**config.mk**
```make
export PLATFORM = sky130hd
export DESIGN_NAME = pc_fetch_ctrl_flat
export DESIGN_NICKNAME = d
export VERILOG_FILES = /design/src/rtl/pc_fetch_pkg.sv /design/src/rtl/pc_fetch_if.sv /design/src/rtl/next_pc_sel.sv /design/src/rtl/pc_fetch_ctrl.sv /design/src/flat_wrapper.sv
export SDC_FILE = /design/constraint.sdc
export NUM_CORES = 1
export LEC_CHECK = 0
export BUFFER_PORTS_ARGS = -buffer_cell sky130_fd_sc_hd__buf_2
export CORE_AREA = 2 2 122 89
export DETAILED_ROUTE_END_ITERATION = 8
export DIE_AREA = 0 0 124 91
export PLACE_DENSITY = 0.72
export SYNTH_ARGS = -nofsm -noshare
export SYNTH_HDL_FRONTEND = slang
export SYNTH_SLANG_ARGS = --single-unit
```
**constraint.sdc**
```tcl
create_clock -name clk -period 2.4 [get_ports clk]
set_input_delay 0.12 -clock clk [delete_from_list [all_inputs] [get_ports clk]]
set_output_delay 0.12 -clock clk [all_outputs]
set_load 0.05 [all_outputs]
```
**src/rtl/pc_fetch_pkg.sv**
```systemverilog
// pc_fetch_pkg: shared fetch FSM states, jump_ctrl encodings and PC step
package pc_fetch_pkg;
  typedef enum logic [1:0] {BOOT, FETCH, MISS, REDIR} state_t;
  localparam logic [1:0] JC_SEQ = 2'b00;
  localparam logic [1:0] JC_JAL = 2'b01;
  localparam logic [1:0] JC_JR  = 2'b10;
  localparam logic [1:0] JC_BR  = 2'b11;
  localparam int PC_INC = 4;
endpackage

```
**src/rtl/pc_fetch_if.sv**
```systemverilog
// pc_fetch_if: redirect inputs, I-cache handshake and IF/ID outputs of the fetch controller
interface pc_fetch_if #(parameter int bit_size = 32);
  logic stall, branch, ic_ready, ic_req, if_valid, flush;
  logic [1:0] jump_ctrl;
  logic [bit_size-1:0] jump_target, jr_target, branch_target, ic_addr, pc;
  modport master (
    input  stall, jump_ctrl, branch, jump_target, jr_target, branch_target, ic_ready,
    output ic_req, ic_addr, pc, if_valid, flush
  );
  modport slave (
    output stall, jump_ctrl, branch, jump_target, jr_target, branch_target, ic_ready,
    input  ic_req, ic_addr, pc, if_valid, flush
  );
endinterface

```
**src/rtl/next_pc_sel.sv**
```systemverilog
// next_pc_sel: picks the redirect target (word aligned) or the sequential pc+4
module next_pc_sel
  import pc_fetch_pkg::*;
#(
  parameter int bit_size = 32
) (
  input  logic [bit_size-1:0] pc,
  input  logic [1:0]          jump_ctrl,
  input  logic                branch,
  input  logic [bit_size-1:0] jump_target,
  input  logic [bit_size-1:0] jr_target,
  input  logic [bit_size-1:0] branch_target,
  output logic [bit_size-1:0] next_pc,
  output logic                redirect
);
  logic [bit_size-1:0] target;
  always_comb begin
    redirect = (jump_ctrl == JC_JAL) || (jump_ctrl == JC_JR) || (jump_ctrl == JC_BR && branch);
    target = jump_ctrl == JC_JAL ? jump_target : jump_ctrl == JC_JR ? jr_target : branch_target;
    next_pc = redirect ? {target[bit_size-1:2], 2'b00} : pc + bit_size'(PC_INC);
  end
endmodule

```
**src/rtl/pc_fetch_ctrl.sv**
```systemverilog
// pc_fetch_ctrl: PC register and fetch FSM handling I-cache misses and pipeline redirects
module pc_fetch_ctrl
  import pc_fetch_pkg::*;
#(
  parameter int                  bit_size = 32,
  parameter logic [bit_size-1:0] RESET_PC = '0
) (
  input logic      clk,
  input logic      rst,
  pc_fetch_if.master bus
);
  state_t state;
  logic pending, redirect;
  logic [bit_size-1:0] pending_target, next_pc;
  next_pc_sel #(.bit_size(bit_size)) u_sel (
    .pc(bus.pc), .jump_ctrl(bus.jump_ctrl), .branch(bus.branch),
    .jump_target(bus.jump_target), .jr_target(bus.jr_target), .branch_target(bus.branch_target),
    .next_pc(next_pc), .redirect(redirect)
  );
  assign bus.ic_addr = bus.pc;
  // a pending redirect marks the returning fill as stale; flush always beats delivery
  always_comb begin
    bus.flush = redirect && state != BOOT;
    bus.if_valid = state != BOOT && !pending && bus.ic_ready && !bus.stall && !bus.flush;
  end
  always_ff @(posedge clk) begin
    if (!rst) begin
      state <= BOOT;
      bus.pc <= RESET_PC;
      bus.ic_req <= 1'b0;
      pending <= 1'b0;
      pending_target <= '0;
    end else begin
      bus.ic_req <= 1'b1;
      case (state)
        BOOT: state <= FETCH;
        FETCH: begin
          if (redirect) bus.pc <= next_pc;
          else if (!bus.stall && bus.ic_ready) bus.pc <= next_pc;
          else if (!bus.stall) state <= MISS;
        end
        MISS: begin
          if (redirect && !bus.ic_ready) begin
            pending_target <= next_pc;
            pending <= 1'b1;
            state <= REDIR;
          end else if (bus.ic_ready) begin
            state <= FETCH;
            if (redirect || !bus.stall) bus.pc <= next_pc;
          end
        end
        REDIR: begin
          if (bus.ic_ready) begin
            bus.pc <= redirect ? next_pc : pending_target;
            pending <= 1'b0;
            state <= FETCH;
          end else if (redirect) pending_target <= next_pc;
        end
      endcase
    end
  end
endmodule

```
**src/flat_wrapper.sv**
```systemverilog
// flat-port wrapper written by rule: the top's interface ports become plain ports
module pc_fetch_ctrl_flat import pc_fetch_pkg::*;
#(
  parameter int                  bit_size = 32,
  parameter logic [bit_size-1:0] RESET_PC = '0
)
  (clk, rst, bus_stall, bus_jump_ctrl, bus_branch, bus_jump_target, bus_jr_target, bus_branch_target, bus_ic_ready, bus_ic_req, bus_ic_addr, bus_pc, bus_if_valid, bus_flush);
  pc_fetch_if #(.bit_size(bit_size)) bus_i ();
  input logic clk;
  input logic rst;
  input wire logic [$bits(bus_i.stall)-1:0] bus_stall;
  input wire logic [$bits(bus_i.jump_ctrl)-1:0] bus_jump_ctrl;
  input wire logic [$bits(bus_i.branch)-1:0] bus_branch;
  input wire logic [$bits(bus_i.jump_target)-1:0] bus_jump_target;
  input wire logic [$bits(bus_i.jr_target)-1:0] bus_jr_target;
  input wire logic [$bits(bus_i.branch_target)-1:0] bus_branch_target;
  input wire logic [$bits(bus_i.ic_ready)-1:0] bus_ic_ready;
  output wire logic [$bits(bus_i.ic_req)-1:0] bus_ic_req;
  output wire logic [$bits(bus_i.ic_addr)-1:0] bus_ic_addr;
  output wire logic [$bits(bus_i.pc)-1:0] bus_pc;
  output wire logic [$bits(bus_i.if_valid)-1:0] bus_if_valid;
  output wire logic [$bits(bus_i.flush)-1:0] bus_flush;
  assign bus_i.stall = bus_stall;
  assign bus_i.jump_ctrl = bus_jump_ctrl;
  assign bus_i.branch = bus_branch;
  assign bus_i.jump_target = bus_jump_target;
  assign bus_i.jr_target = bus_jr_target;
  assign bus_i.branch_target = bus_branch_target;
  assign bus_i.ic_ready = bus_ic_ready;
  assign bus_ic_req = bus_i.ic_req;
  assign bus_ic_addr = bus_i.ic_addr;
  assign bus_pc = bus_i.pc;
  assign bus_if_valid = bus_i.if_valid;
  assign bus_flush = bus_i.flush;
  pc_fetch_ctrl #(.bit_size(bit_size), .RESET_PC(RESET_PC)) u_core (.clk(clk), .rst(rst), .bus(bus_i));
endmodule
```
==> results.md <==
- Synth cell types: 56
- Worst setup SP type: register
- Largest net degree at the start of global routing: 45
- Sequential fraction of the synthesis area: 30.0%
- Drt drc: 0
- Critical Path End Type: register
- Core footprint: 10100 um2
- Kind of critical path: reg2reg
- Initial drt markers: 475
- Vias in the first global route: 4552
- Register area: 1360 um2
- Seq cells post-synth: 68
- # IOs: 170
- Antenna violations before repair: 0
- Post-Syn Area: 4530 um2
- Final setup viols: 0
- Yosys top cell by area: dfxtp_1
- Max clock buf depth: 2
- N_diodes: 0
- CTS Buf Count: 9
- Post-synthesis net count: 730
- Hold_ws: 32.2 ps
- CTS resizes: 0
- Via count: 4999
- Row cnt: 31
- TNS Setup: 0 ps
- Congestion Overflow GR: 0
- Synth top area cells: dfxtp_1, nand2_1, a21oi_1
- Int Pwr: 2.36 mW
- Maximum vdd ir drop: 420 uV
- Synth Area per Inst: 7.27 um2
- Ys Warns: 0
- Max Cap Viol: 0
- Flop pwr share: 35.3%
- Final WL: 14400 um
- Placer Congestion: 0.891
- Sw Ratio: 34.5%
- Clk_skew: 8.33 ps
- Post-synth EDFFs: 0
- Die Y: 91 um
- Die area: 11300 um2
- Max Transition Viols Final: 0
- Area grow syn2layout: 23.0%
- Hpwl dp: 10300 um
- Top-area cell type share of the netlist area: 30.0%
- DR vias/cell: 5.72
- Post-Synthesis Cells: 623
- CTS tree: built
- Multi-input gate area in the final layout: 2720 um2
- First-pass GRT wire length: 22600 um
- Pwr Density: 647 nW/um2
- Required time of the critical path: 2620 ps
- Final worst path period share: 90.9%
- Clock latency on the worst-skew pair: 340 ps
- Fillers: 946
- Peak fanout along the critical path: 9
- Ys async rst share: 0%
- Leak: 2.38 nW
- Post-DRT Antenna Nets: 0
- Tightest Pin Transition: 690 ps
- Combinational share of power: 27.2%
- Fin crit period: 2180 ps
- Pre-Repair DR Iteration Count: 5
- Wire length per cell: 16.5 um
- Final hold viol count: 0
- F_max: 458 MHz
- GRT Overall Usage: 25.5%
- H-tree levels: 3
- Psw: 1.24 mW
- Hold_buf cts: 0
- Fraction of layout cells with a size suffix above 1: 29.4%
- Clock power frac: 37.5%
- IO Port Bufs: 163
- Clock slew at reported path FFs: 60 ps
- RSZ-0062 raised after global routing: no
- Max transition margin: 53.6%
- Post CTS Setup Buffer Count: 0
- Hold Crit Class: in2reg
- Nets: 845
- Die X: 124 um
- Crit path DAT: 2400 ps
- Initial Util: 44.9%
- Sink Count: 68
- Predominant post-synthesis flop cell: dfxtp_1
- CTS Root Cell: clkbuf_16
- Run status: finished clean
-- area by class of cell --
type | instances | area share [%]
inverter | 5 | 0.337
clock inverter | 1 | 0.539
multi-input combinational | 467 | 48.7
sequential | 68 | 24.4
clock buffer | 14 | 4.91
tap | 132 | 2.96
timing repair buffer | 187 | 18.1
-- stage by stage --
| stage | cell area [um2] | power (mW) | instances | worst slack (ps) | utilization, % |
|---|---|---|---|---|---|
| floorplan | 4540 | 2.02 | 623 | 4.79 | - |
| global placement | 5270 | 2.25 | 859 | 359 | 52.3 |
| detailed placement | 5270 | 2.27 | 859 | 286 | 52.3 |
| CTS | 5580 | 3.61 | 874 | 289 | 55.3 |
| global route | 5580 | 3.76 | 874 | 79.4 | 55.3 |
| finish | 5580 | 3.61 | 874 | 218 | 55.3 |
-- metal layers --
metal	track usage [%]	vias up	wire, um
met2	41.7	235	6670
met3	5.59	20	1190
met1	33.2	2321	6260
met5	0	-	0
li1	-	2423	-
met4	8.24	0	299
-- worst paths after layout --
| path | start | endpoint | slack [ps] | depth (start not counted) |
|---|---|---|---|---|
| max | u_core.bus.ic_addr[11]$_SDFFE_PN0P_ | u_core.bus.ic_addr[16]$_SDFFE_PN0P_ | 220 | 6 |
| min | bus_ic_ready | u_core.state[1]$_SDFFE_PN0P_ | 30 | 2 |
| max reg2reg | u_core.bus.ic_addr[11]$_SDFFE_PN0P_ | u_core.bus.ic_addr[16]$_SDFFE_PN0P_ | 220 | 6 |
| min reg2reg | u_core.pending_target[27]$_SDFFE_PN0P_ | u_core.pending_target[27]$_SDFFE_PN0P_ | 450 | 2 |
-- power groups by stage --
stage | Sequential (mW) | Clock (mW) | Combinational [mW]
after CTS | 1.27 | 1.36 | 0.979
after detailed placement | 1.29 | 0 | 0.976
final | 1.27 | 1.35 | 0.982
after floorplan | 1.42 | 0 | 0.592
after global routing | 1.28 | 1.43 | 1.05
after global placement | 1.29 | 0 | 0.963
-- kinds of logic (layout without fill, tap and decap cells) --
family	Yosys count	count (layout)	share of synthesized area, %
compound gates	190	190	25.6
flops	68	68	30.0
xor+xnor	5	5	0.966
mux	30	30	6.63
buf+inv	88	207	10.3
fa+ha+maj	4	4	1.10
simple gates	238	238	25.3
-- placed cells by master, fill, tap and decap left out, types with 5 or more instances in the layout --
master	Yosys	routed
a211oi_1	9	9
a21boi_0	12	11
a21oi_1	66	66
a31oi_1	5	5
and2_1	5	5
and3_1	18	18
buf_2	7	163
buf_4	34	23
clkbuf_16	0	9
dfxtp_1	68	68
mux2i_1	30	30
nand2_1	120	120
nand3_1	18	18
nand4_1	12	12
nor2_1	28	28
nor3_1	8	8
o211ai_1	9	9
o21ai_0	55	55
o22ai_1	7	7
o31a_1	5	5
-- synthesized netlist by cell type, types with 2 or more instances --
| library cell | count |
|---|---|
| dfxtp_1 | 68 |
| xor2_1 | 2 |
| buf_2 | 7 |
| nand4_1 | 12 |
| o221a_2 | 4 |
| and3b_1 | 2 |
| a41oi_1 | 3 |
| or3_1 | 3 |
| o22ai_1 | 7 |
| or2_2 | 2 |
| o31a_1 | 5 |
| o221ai_1 | 3 |
| clkbuf_1 | 39 |
| nor3_1 | 8 |
| a31oi_1 | 5 |
| or4_4 | 2 |
| o21ai_0 | 55 |
| o211ai_1 | 9 |
| xnor2_1 | 3 |
| o2bb2ai_1 | 2 |
| and2_0 | 2 |
| a211oi_1 | 9 |
| nor3b_1 | 4 |
| nor2_1 | 28 |
| and3_1 | 18 |
| buf_4 | 34 |
| nand2b_1 | 3 |
| a21oi_1 | 66 |
| buf_1 | 2 |
| a21boi_0 | 12 |
| nand4_2 | 2 |
| nand3_1 | 18 |
| inv_1 | 4 |
| and4_1 | 2 |
| ha_1 | 4 |
| and2_1 | 5 |
| mux2i_1 | 30 |
| nand2_1 | 120 |
| nor4_1 | 2 |
-- sequential cells by signal (all words and copies together) (netlist names) --
name,count
u_core.bus.ic_addr,32
u_core.state,2
u_core.pending_target,32
u_core.bus.ic_req,1
u_core.pending,1
-- critical path: stages (launching register included) --
cell      delay [ps]
dfxtp_1          540
nand4_4          210
nor4_1           670
buf_4            240
a31oi_1           90
a211oi_1         240
nor3b_1           80
Power figures use the tool's default switching activity.
